<file path="src/rtl/risc8_fetch.sv">
// -----------------------------------------------------------------------------
// risc8_fetch -- instruction prefetch / align stage for the risc8 datapath.
//
// Reads 16-bit words from a synchronous program ROM into a byte queue and
// presents the head opcode, its immediate bytes and its byte PC to the
// decoder. The decoder answers with the instruction length code (isize).
// A redirect flushes the queue and restarts fetch at a new byte PC.
//
// Parameters:
//   DEPTH   byte-queue capacity (power of two, >= 6)
//   ROM_AW  ROM word-address width (byte PC is ROM_AW+1 bits, ROM_AW <= 15)
//
// Ports:
//   clk, rst        clock, synchronous active-high reset
//   redirect        flush queue and restart fetch at redirect_pc
//   redirect_pc     new byte PC
//   rom_rd_en       ROM read strobe
//   rom_addr        ROM word address
//   rom_rdata       ROM data, valid the cycle after rom_rd_en
//                   ([7:0] even byte, [15:8] odd byte)
//   head_op         queue head byte (0 when queue empty)
//   isize           decoder length code for head_op (length = isize+1)
//   instr_valid     queue holds the whole current instruction
//   immr            immediate bytes 1..3 (bytes beyond the length read 0)
//   fetch_pc        byte PC of head_op
//   advance         consume the current instruction
//   stall_cnt       bubble counter
//
// Build option:
//   FETCH_STALL_CNT_EN  when defined, stall_cnt counts cycles with no valid
//                       instruction (saturating); otherwise it is tied to 0.
// -----------------------------------------------------------------------------
module risc8_fetch #(
    parameter int DEPTH  = 8,
    parameter int ROM_AW = 15
) (
    input  logic              clk,
    input  logic              rst,
    input  logic              redirect,
    input  logic [15:0]       redirect_pc,
    output logic              rom_rd_en,
    output logic [ROM_AW-1:0] rom_addr,
    input  logic [15:0]       rom_rdata,
    output logic [7:0]        head_op,
    input  logic [1:0]        isize,
    output logic              instr_valid,
    output logic [23:0]       immr,
    output logic [15:0]       fetch_pc,
    input  logic              advance,
    output logic [15:0]       stall_cnt
);

    localparam int AW = $clog2(DEPTH);
    localparam int CW = AW + 1;

    // Queue storage is data only and carries no reset.
    logic [7:0]    r_q [DEPTH];
    logic [AW-1:0] r_head;
    logic [AW-1:0] r_tail;
    logic [CW-1:0] r_count;
    logic [15:0]   r_fetch_pc;
    logic [14:0]   r_issue_word;   // issue_pc[15:1]; issue_pc[0] is always 0
    logic          r_pending;      // ROM data for the last issue is on rom_rdata now
    logic          r_odd;          // that read started at an odd byte

    logic [CW-1:0] w_len;
    logic [CW-1:0] w_push_n;
    logic [CW:0]   w_fill;
    logic          w_room;
    logic          w_push;
    logic          w_pop;
    logic [CW-1:0] w_count_nxt;

    // ------------------------------------------------------------------
    // Issue: keep room for the in-flight word plus the word issued now
    // ------------------------------------------------------------------
    assign w_fill    = {1'b0, r_count} + (r_pending ? (CW+1)'(2) : '0);
    assign w_room    = (w_fill <= (CW+1)'(DEPTH - 2));
    assign rom_rd_en = !rst && (redirect || w_room);
    assign rom_addr  = redirect ? redirect_pc[ROM_AW:1] : r_issue_word[ROM_AW-1:0];

    // ------------------------------------------------------------------
    // Return / consume
    // ------------------------------------------------------------------
    // The ROM has single-cycle latency, so the only response that can be in
    // flight across a redirect is the one on rom_rdata in the redirect cycle
    // itself; gating the push with redirect discards it.
    assign w_len       = CW'(isize) + CW'(1);
    assign w_push_n    = r_odd ? CW'(1) : CW'(2);
    assign w_push      = r_pending && !redirect;
    assign instr_valid = (r_count >= w_len);
    assign w_pop       = advance && instr_valid && !redirect;
    assign w_count_nxt = r_count + (w_push ? w_push_n : '0) - (w_pop ? w_len : '0);

    assign fetch_pc = r_fetch_pc;
    assign head_op  = (r_count != '0) ? r_q[r_head] : 8'h00;

    // Immediate byte k is shown only if it belongs to the instruction and
    // is already in the queue.
    always_comb begin
        immr = '0;
        for (int k = 1; k < 4; k++) begin
            if (k <= int'(isize) && CW'(k) < r_count)
                immr[8*k-8 +: 8] = r_q[r_head + AW'(k)];
        end
    end

    always_ff @(posedge clk) begin
        if (rst) begin
            r_head       <= '0;
            r_tail       <= '0;
            r_count      <= '0;
            r_fetch_pc   <= '0;
            r_issue_word <= '0;
            r_pending    <= 1'b0;
            r_odd        <= 1'b0;
        end else begin
            r_pending <= rom_rd_en;
            // Only a redirect can start a read at an odd byte.
            r_odd     <= redirect & redirect_pc[0];
            if (redirect) begin
                r_head       <= '0;
                r_tail       <= '0;
                r_count      <= '0;
                r_fetch_pc   <= redirect_pc;
                r_issue_word <= redirect_pc[15:1] + 15'd1;
            end else begin
                if (rom_rd_en)
                    r_issue_word <= r_issue_word + 15'd1;
                if (w_push)
                    r_tail <= r_tail + w_push_n[AW-1:0];
                if (w_pop) begin
                    r_head     <= r_head + w_len[AW-1:0];
                    r_fetch_pc <= r_fetch_pc + 16'(w_len);
                end
                r_count <= w_count_nxt;
            end
        end
    end

    // Queue write: an odd-start word contributes only its high byte.
    always_ff @(posedge clk) begin
        if (w_push) begin
            if (r_odd) begin
                r_q[r_tail] <= rom_rdata[15:8];
            end else begin
                r_q[r_tail]           <= rom_rdata[7:0];
                r_q[r_tail + AW'(1)]  <= rom_rdata[15:8];
            end
        end
    end

`ifdef FETCH_STALL_CNT_EN
    function automatic logic [15:0] sat_inc16(input logic [15:0] v);
        return (v == 16'hFFFF) ? v : v + 16'd1;
    endfunction

    logic [15:0] r_stall_cnt;

    always_ff @(posedge clk) begin
        if (rst)
            r_stall_cnt <= '0;
        else if (!instr_valid && !redirect)
            r_stall_cnt <= sat_inc16(r_stall_cnt);
    end

    assign stall_cnt = r_stall_cnt;
`else
    assign stall_cnt = '0;
`endif

endmodule

</file>
<file path="config.mk">
export PLATFORM = sky130hd
export DESIGN_NAME = risc8_fetch
export DESIGN_NICKNAME = d
export VERILOG_FILES = /design/src/rtl/risc8_fetch.sv
export SDC_FILE = /design/constraint.sdc
export NUM_CORES = 1
export LEC_CHECK = 0
export CAP_MARGIN = 15
export CORE_MARGIN = 5
export CORE_UTILIZATION = 55
export DETAILED_ROUTE_END_ITERATION = 8
export HOLD_SLACK_MARGIN = 0.08
export PLACE_DENSITY_LB_ADDON = 0.3
export SLEW_MARGIN = 20
export SYNTH_ARGS = -nofsm -noshare
export SYNTH_HDL_FRONTEND = slang
export SYNTH_SLANG_ARGS = --single-unit
</file>
<file path="constraint.sdc">
create_clock -name clk -period 5.5 [get_ports clk]
set_input_delay 1.375 -clock clk [delete_from_list [all_inputs] [get_ports clk]]
set_output_delay 1.375 -clock clk [all_outputs]
set_load 0.02 [all_outputs]
</file>
==> results of run 1 <==
-- sequential cells by signal, indices dropped and copies added (netlist names), named ones only --
signal        cells
fetch_pc         16
r_count           4
r_head            3
r_issue_word     15
r_odd             1
r_pending         1
r_q              64
r_tail            3
-- layout make-up --
| class | count | area share, % |
|---|---|---|
| Multi-Input combinational cell | 527 | 51.19 |
| Clock buffer | 11 | 2.555 |
| Tap cell | 184 | 2.424 |
| Sequential cell | 110 | 29.94 |
| Clock inverter | 5 | 0.5137 |
| Inverter | 26 | 1.054 |
| Timing Repair Buffer | 122 | 12.33 |
-- cells in the final DEF, fill, tap and decap left out, drive strengths merged, types with 3 or more instances in the layout --
cell and instances:
o21ai 23, a22o 4, nand2b 5, nand2 68, nand3b 4, or3 5
o21a 3, edfxtp 64, nand4 14, and4 3, a21o 5, clkinv 3
mux2i 42, clkdlybuf4s50 102, conb 16, xnor2 16, a21oi 17, mux2 70
and3 9, nand3 17, nor2 54, dfxtp 46, clkbuf 11, a211oi 7
ha 22, or2 3, and2 5, xor2 15, fa 5, buf 20
nor2b 3, mux4 64, nand4b 3, a311oi 4, a31oi 3, inv 26
-- how the worst max path moves through the flow --
stage                            endpoint  slack [ns]
floorplan           r_count[3]$_SDFF_PP0_        1.06
global placement    r_count[3]$_SDFF_PP0_        0.41
detailed placement  r_count[3]$_SDFF_PP0_        0.22
CTS                           instr_valid        0.40
global route                  instr_valid        0.24
finish                        instr_valid        0.37
-- logic make-up after synthesis --
logic type	count (synthesis)	share of synthesized area, %
AO/OA/AOI/OAI	80	6.693
XOR/XNOR	31	3.471
adder cells (fa/ha/maj)	27	4.669
buffers and inverters	80	4.950
flip-flops	110	35.36
multiplexers	176	32.96
other	1	0.04665
AND/OR/NAND/NOR	197	11.84
-- per-stage QoR --
| stage | setup WS (ns) | utilization (%) | hold WS (ns) | power [W] |
|---|---|---|---|---|
| finish | 0.3693 | 65.86 | 0.4631 | 0.002418 |
| global route | 0.2404 | 65.86 | 0.5124 | 0.002515 |
| CTS | 0.3964 | 65.81 | 0.4638 | 0.002416 |
| detailed placement | 0.2226 | 63.78 | 0.4524 | 0.001774 |
| global placement | 0.4120 | 63.78 | 0.4430 | 0.001748 |
| floorplan | 1.055 | - | 0.4312 | 0.001478 |
-- cell usage after synthesis (all sizes together), types with 3 or more instances --
cell	number
nand2b	5
a21o	5
mux2i	42
mux4	64
or3	5
a21oi	17
o21ai	23
fa	5
ha	22
nand3	17
xor2	15
or2	3
nor2b	3
a22o	4
dfxtp	46
a211oi	7
o21a	3
xnor2	16
a311oi	4
clkbuf	16
inv	26
and3	9
nand2	68
nand3b	4
nand4	14
mux2	70
and4	3
nor2	54
a31oi	3
nand4b	3
buf	38
and2	5
edfxtp	64
-- per-layer routing --
metal / track usage [%] / vias to the layer above / part of all wire [%]
met1: 31.69 / 3053 / 38
met2: 44.61 / 346 / 51
li1: - / 2810 / -
met3: 4.390 / 45 / 8.3
met4: 9.800 / 0 / 2.7
met5: 0 / - / 0
-- worst reg2reg max path, delay by kind of cell, from the launching register on --
kind	cells	cell delay (ns)
AND/OR/NAND/NOR	4	0.58
adder cells (fa/ha/maj)	3	0.97
XOR/XNOR	1	0.14
flip-flops	1	0.42
AO/OA/AOI/OAI	3	0.54
buffers and inverters	3	0.48
-- report_power, final --
| part | internal, W | leakage, nW | switching, W |
|---|---|---|---|
| Clock | 0.000362 | 0.143 | 0.000291 |
| Sequential | 0.000922 | 0.962 | 0.0000560 |
| Combinational | 0.000363 | 2.28 | 0.000424 |
| Total | 0.00165 | 3.39 | 0.000771 |
==> reports/qor.csv, run 1 <==
metric;value;unit
Non-Filler Instances;985;
largest fanout on the critical path;5;
FF+latch area;2844;um^2
type of origin of the critical path;primary input;
final setup vio count;0;
Cells on Worst Hold Path;2;
Synth Warn #;0;
P per Cell Area;254.5;nW/um^2
post-synth top area share;23.91;%
Max clock buf depth;2;
Antenna Cells;0;
CP Launch Point;isize[0];
final net count;861;
row count;44;
HPWL Detailed;15820;um
die width;130.9;um
DR pass1 iterations;7;
dpl cell area;9200;um^2
WL per Instance;21.96;um
area of the multi-input gates;4862;um^2
Synth async-reset ratio;0;%
syn_area_per_cell;11.45;um^2
clock-pin slew on the worst setup and hold paths;0.07;ns
worst min-delay path endpoint;r_issue_word[12]$_SDFFE_PP0P_;
H-tree depth;3;
RR Startpoint;r_count[0]$_SDFF_PP0_;
reg2reg end;r_count[3]$_SDFF_PP0_;
TritonCTS Buffers;9;
top cells by area, synth;edfxtp_1, mux4_2, dfxtp_1, mux2_1, mux2i_1;
Clock Latency Late Sink;0.35;ns
Ports;119;
RSZ-0062 raised after global routing;false;
root buffer cell;clkbuf_16;
Worst Hold Class;reg2reg;
total leakage power;3.390;nW
Setup CP Type;in2out;
Routed Antenna Nets;0;
status;finished, final reports clean;
final WL;21630;um
total track usage;25.53;%
P&R area growth vs syn;18.16;%
HP Start;r_issue_word[12]$_SDFFE_PP0P_;
Reg2Reg Setup Slack;2.23;ns
post_cts resized;0;
post-synth cell types;61;
die height;130.9;um
crit path max-delay cell type;clkdlybuf4s50_1;
Max Fclk;194.9;MHz
Synth Register Bits;110;
global-route wire length before repair;33490;um
R2R cell count;14;
CP arrival;3.76;ns
Clock Skews;0.01092;ns
initial antenna violation count;0;
Buf+Inv Stages, Crit Path;4;
ys flop type;edfxtp_1;
crit-path max cell delay;0.65;ns
Detailed Route Iter0 Violations;542;
Hold Fails Final Rpt;0;
hold_buf cts;0;
fillcell total;1095;
setup repair bufs after CTS;0;
Seq/Total Area, Yosys;35.36;%
Placed Cells;969;
proportion of layout cells with a drive suffix above 1;14.61;%
Rel. slew slack;26.33;%
clock sinks;110;
Post-Layout Inst Area;9499;um^2
largest net degree at the start of global routing;36;
die area;17130;um^2
vias per cell;6.349;
vias in the first global route;6193;
gpl congestion;0.9638;
CP endpoint kind;output port;
mapped cell area;8039;um^2
Cell Chain, Critical Path;clkdlybuf4s50_1, inv_1, ha_1, inv_1, ha_1, nand2_1, o21ai_1, clkdlybuf4s50_1;
Max IR drop VDD;155.2;uV
period utilization;93.29;%
Crit path max-delay family;buffers and inverters;
Tightest Pin Transition;1.103;ns
largest area contributor in the netlist;edfxtp_1;
Stages on worst setup path;8;
min cycle time layout;5.131;ns
starting density of the core;55.73;%
Cells after Synth;702;
via count;6254;
EDFF count, synth;64;
CTS tree;built;
CP Data Required Time;4.12;ns
max cap viols;0;
total grt overflow;0;
DRC violations left;0;
setup_tns;0;ns
fin. max-slew vios;0;
total core area;14420;um^2
# port buffers;102;
Note: power is estimated with default switching activity, not from simulation.
==> run 2, diff against run 1 <==
--- a/config.mk
+++ b/config.mk
@@ -5,7 +5,8 @@
 export SDC_FILE = /design/constraint.sdc
 export NUM_CORES = 1
 export LEC_CHECK = 0
-export CAP_MARGIN = 15
+export CAP_MARGIN = 20
+export CORE_ASPECT_RATIO = 0.6
 export CORE_MARGIN = 5
 export CORE_UTILIZATION = 55
 export DETAILED_ROUTE_END_ITERATION = 8
==> run 2 against run 1 <==
Compared with the run above:
- hold slack improved by 0.019 ns
- fmax down 0.86%
- global-route usage grew 1.9 points
- combinational power up 2.8%
- clock skew grew 0.0048 ns
- wire length increased by 11%
- sequential power barely moved
- critical endpoint unchanged
- largest power group unchanged
==> reports/qor.csv, run 2 (synthesis gave the netlist of run 1 again) <==
metric;value;unit;change
via count;6452;;+3.2%
final setup vio count;0;;unchanged
Max Fclk;193.2;MHz;-0.86%
die height;103.6;um;-21%
P_int;0.001649;W;+0.15%
met3 wire len;3512;um;+96%
Post-Layout Inst Area;9519;um^2;+0.21%
min cycle time layout;5.175;ns;+0.04459 ns
final worst setup slack;0.3247;ns;-0.04458 ns
Flop pwr share;39.6;%;-0.9 points
H-tree depth;3;;unchanged
Max clock buf depth;2;;unchanged
CP endpoint kind;output port;;
DP Worst Slack;0.2643;ns;+0.04178 ns
global-route wire length before repair;37290;um;+11%
setup_tns;0;ns;unchanged
Rel. slew slack;24.99;%;-1.3 points
gpl congestion;0.8970;;-6.9%
Clock Skews;0.01576;ns;+0.004842 ns
initial antenna violation count;0;;unchanged
row count;34;;-23%
DR pass1 iterations;5;;-2
clock-pin slew on the worst setup and hold paths;0.07;ns;about the same
combinational power share;32.7;%;+0.2 points
fin. max-slew vios;0;;unchanged
post_cts resized;0;;unchanged
commonest non-fill, non-tap cells in the layout;clkdlybuf4s50_1, mux2_1, nand2_1, mux4_2, edfxtp_1;;
die width;166.1;um;+27%
total core area;14420;um^2;about the same
Hold Fails Final Rpt;0;;unchanged
DRC violations left;0;;unchanged
Setup CP Type;in2out;;
P per Cell Area;259.7;nW/um^2;+2.0%
Sw Ratio;33.29;%;+1.4 points
TritonCTS Buffers;9;;unchanged
starting density of the core;55.74;%;about the same
largest fanout on the critical path;5;;unchanged
dpl cell area;9208;um^2;about the same
Tightest Pin Transition;1.118;ns;+0.01484 ns
CP Data Required Time;4.12;ns;about the same
Clock Power Share;27.7;%;+0.7 points
Largest register FFs;64;;unchanged
setup repair bufs after CTS;0;;unchanged
# port buffers;102;;unchanged
vias in the first global route;6251;;+0.94%
final WL;23980;um;+11%
period utilization;94.10;%;+0.81 points
CTS tree;built;;
Placed Cells;980;;+1.1%
proportion of layout cells with a drive suffix above 1;14.54;%;-0.070 points
total grt overflow;0;;unchanged
Routed met2 length;10150;um;-7.8%
P&R area growth vs syn;18.41;%;
root buffer cell;clkbuf_16;;
Top reg by flops;r_q;;
type of origin of the critical path;primary input;;
status;finished, final reports clean;;
Ports;119;;unchanged
final net count;858;;-0.35%
max cap viols;0;;unchanged
Power, Total;0.002472;W;+2.3%
Non-Filler Instances;996;;+1.1%
die area;17210;um^2;+0.47%
M1 wire length;10170;um;+23%
Detailed Route Iter0 Violations;676;;+25%
total leakage power;3.382;nW;-0.24%
hold_buf cts;0;;unchanged
clock sinks;110;;unchanged
Max Used Layer;met4;;
Worst Hold Class;reg2reg;;
total track usage;27.44;%;+1.9 points
RSZ-0062 raised after global routing;false;;
Max IR drop VDD;184.3;uV;+19%
NetSw;0.0008229;W;+6.7%
HPWL Detailed;17860;um;+13%
most common cell after layout, fill and taps aside;clkdlybuf4s50_1;;
WL per Instance;24.08;um;+9.6%
Antenna Cells;0;;unchanged
CP arrival;3.80;ns;+0.04 ns
fillcell total;1087;;-0.73%
Routed Antenna Nets;0;;unchanged
vias per cell;6.478;;+2.0%
Clock Latency Late Sink;0.36;ns;about the same
largest net degree at the start of global routing;49;;+36%
run 2: final timing paths:
check                                start                             to  slack, ns  depth (start not counted)
max reg2reg          r_count[0]$_SDFF_PP0_          r_count[3]$_SDFF_PP0_       2.25                         14
min          r_issue_word[12]$_SDFFE_PP0P_  r_issue_word[12]$_SDFFE_PP0P_       0.48                          2
max                               isize[0]                    instr_valid       0.32                          8
min reg2reg  r_issue_word[12]$_SDFFE_PP0P_  r_issue_word[12]$_SDFFE_PP0P_       0.48                          2
run 2: final cells by class:
| class | count | area, um^2 | area share, % |
|---|---|---|---|
| multi-input cells | 527 | 4862 | 51.08 |
| flip-flops and latches | 110 | 2845 | 29.89 |
| repair buffers | 119 | 1161 | 12.20 |
| well taps | 198 | 247.7 | 2.603 |
| clock buffers | 10 | 229.0 | 2.405 |
| inverters | 26 | 100.1 | 1.052 |
| clock inverters | 6 | 73.82 | 0.7755 |
run 2: worst max-delay path, stage by stage:
cell	delay, ns
clkdlybuf4s50_1	0.53
inv_1	0.13
ha_1	0.42
inv_1	0.09
ha_1	0.28
nand2_1	0.05
o21ai_1	0.23
clkdlybuf4s50_1	0.69
run 2: routing by layer:
| layer | GRT usage (%) | vias up |
|---|---|---|
| met5 | 0 | - |
| met2 | 38.56 | 444 |
| met4 | 3.296 | 0 |
| li1 | - | 2802 |
| met1 | 41.08 | 3182 |
| met3 | 11.12 | 24 |
run 2: through the flow:
stage,utilization [%],hold slack [ns]
final,66.01,0.4820
after global routing,66.01,0.4934
after CTS,65.95,0.4762
after detailed placement,63.85,0.4618
after global placement,63.85,0.4427
after floorplan,-,0.4312
run 2: power groups by stage:
| stage | Sequential (W) | Combinational [W] | Clock, W |
|---|---|---|---|
| floorplan | 0.000979 | 0.000499 | 0 |
| global placement | 0.000990 | 0.000771 | 0 |
| detailed placement | 0.000994 | 0.000796 | 0 |
| CTS | 0.000976 | 0.000802 | 0.000686 |
| global route | 0.000985 | 0.000863 | 0.000716 |
| finish | 0.000979 | 0.000809 | 0.000684 |
==> run 3, diff against run 2 <==
--- a/config.mk
+++ b/config.mk
@@ -5,6 +5,7 @@
 export SDC_FILE = /design/constraint.sdc
 export NUM_CORES = 1
 export LEC_CHECK = 0
+export ABC_CLOCK_PERIOD_IN_PS = 5500
 export CAP_MARGIN = 20
 export CORE_ASPECT_RATIO = 0.6
 export CORE_MARGIN = 5
==> results of run 3 <==
The final DEF is identical to that of run 2; final timing and power are the same.
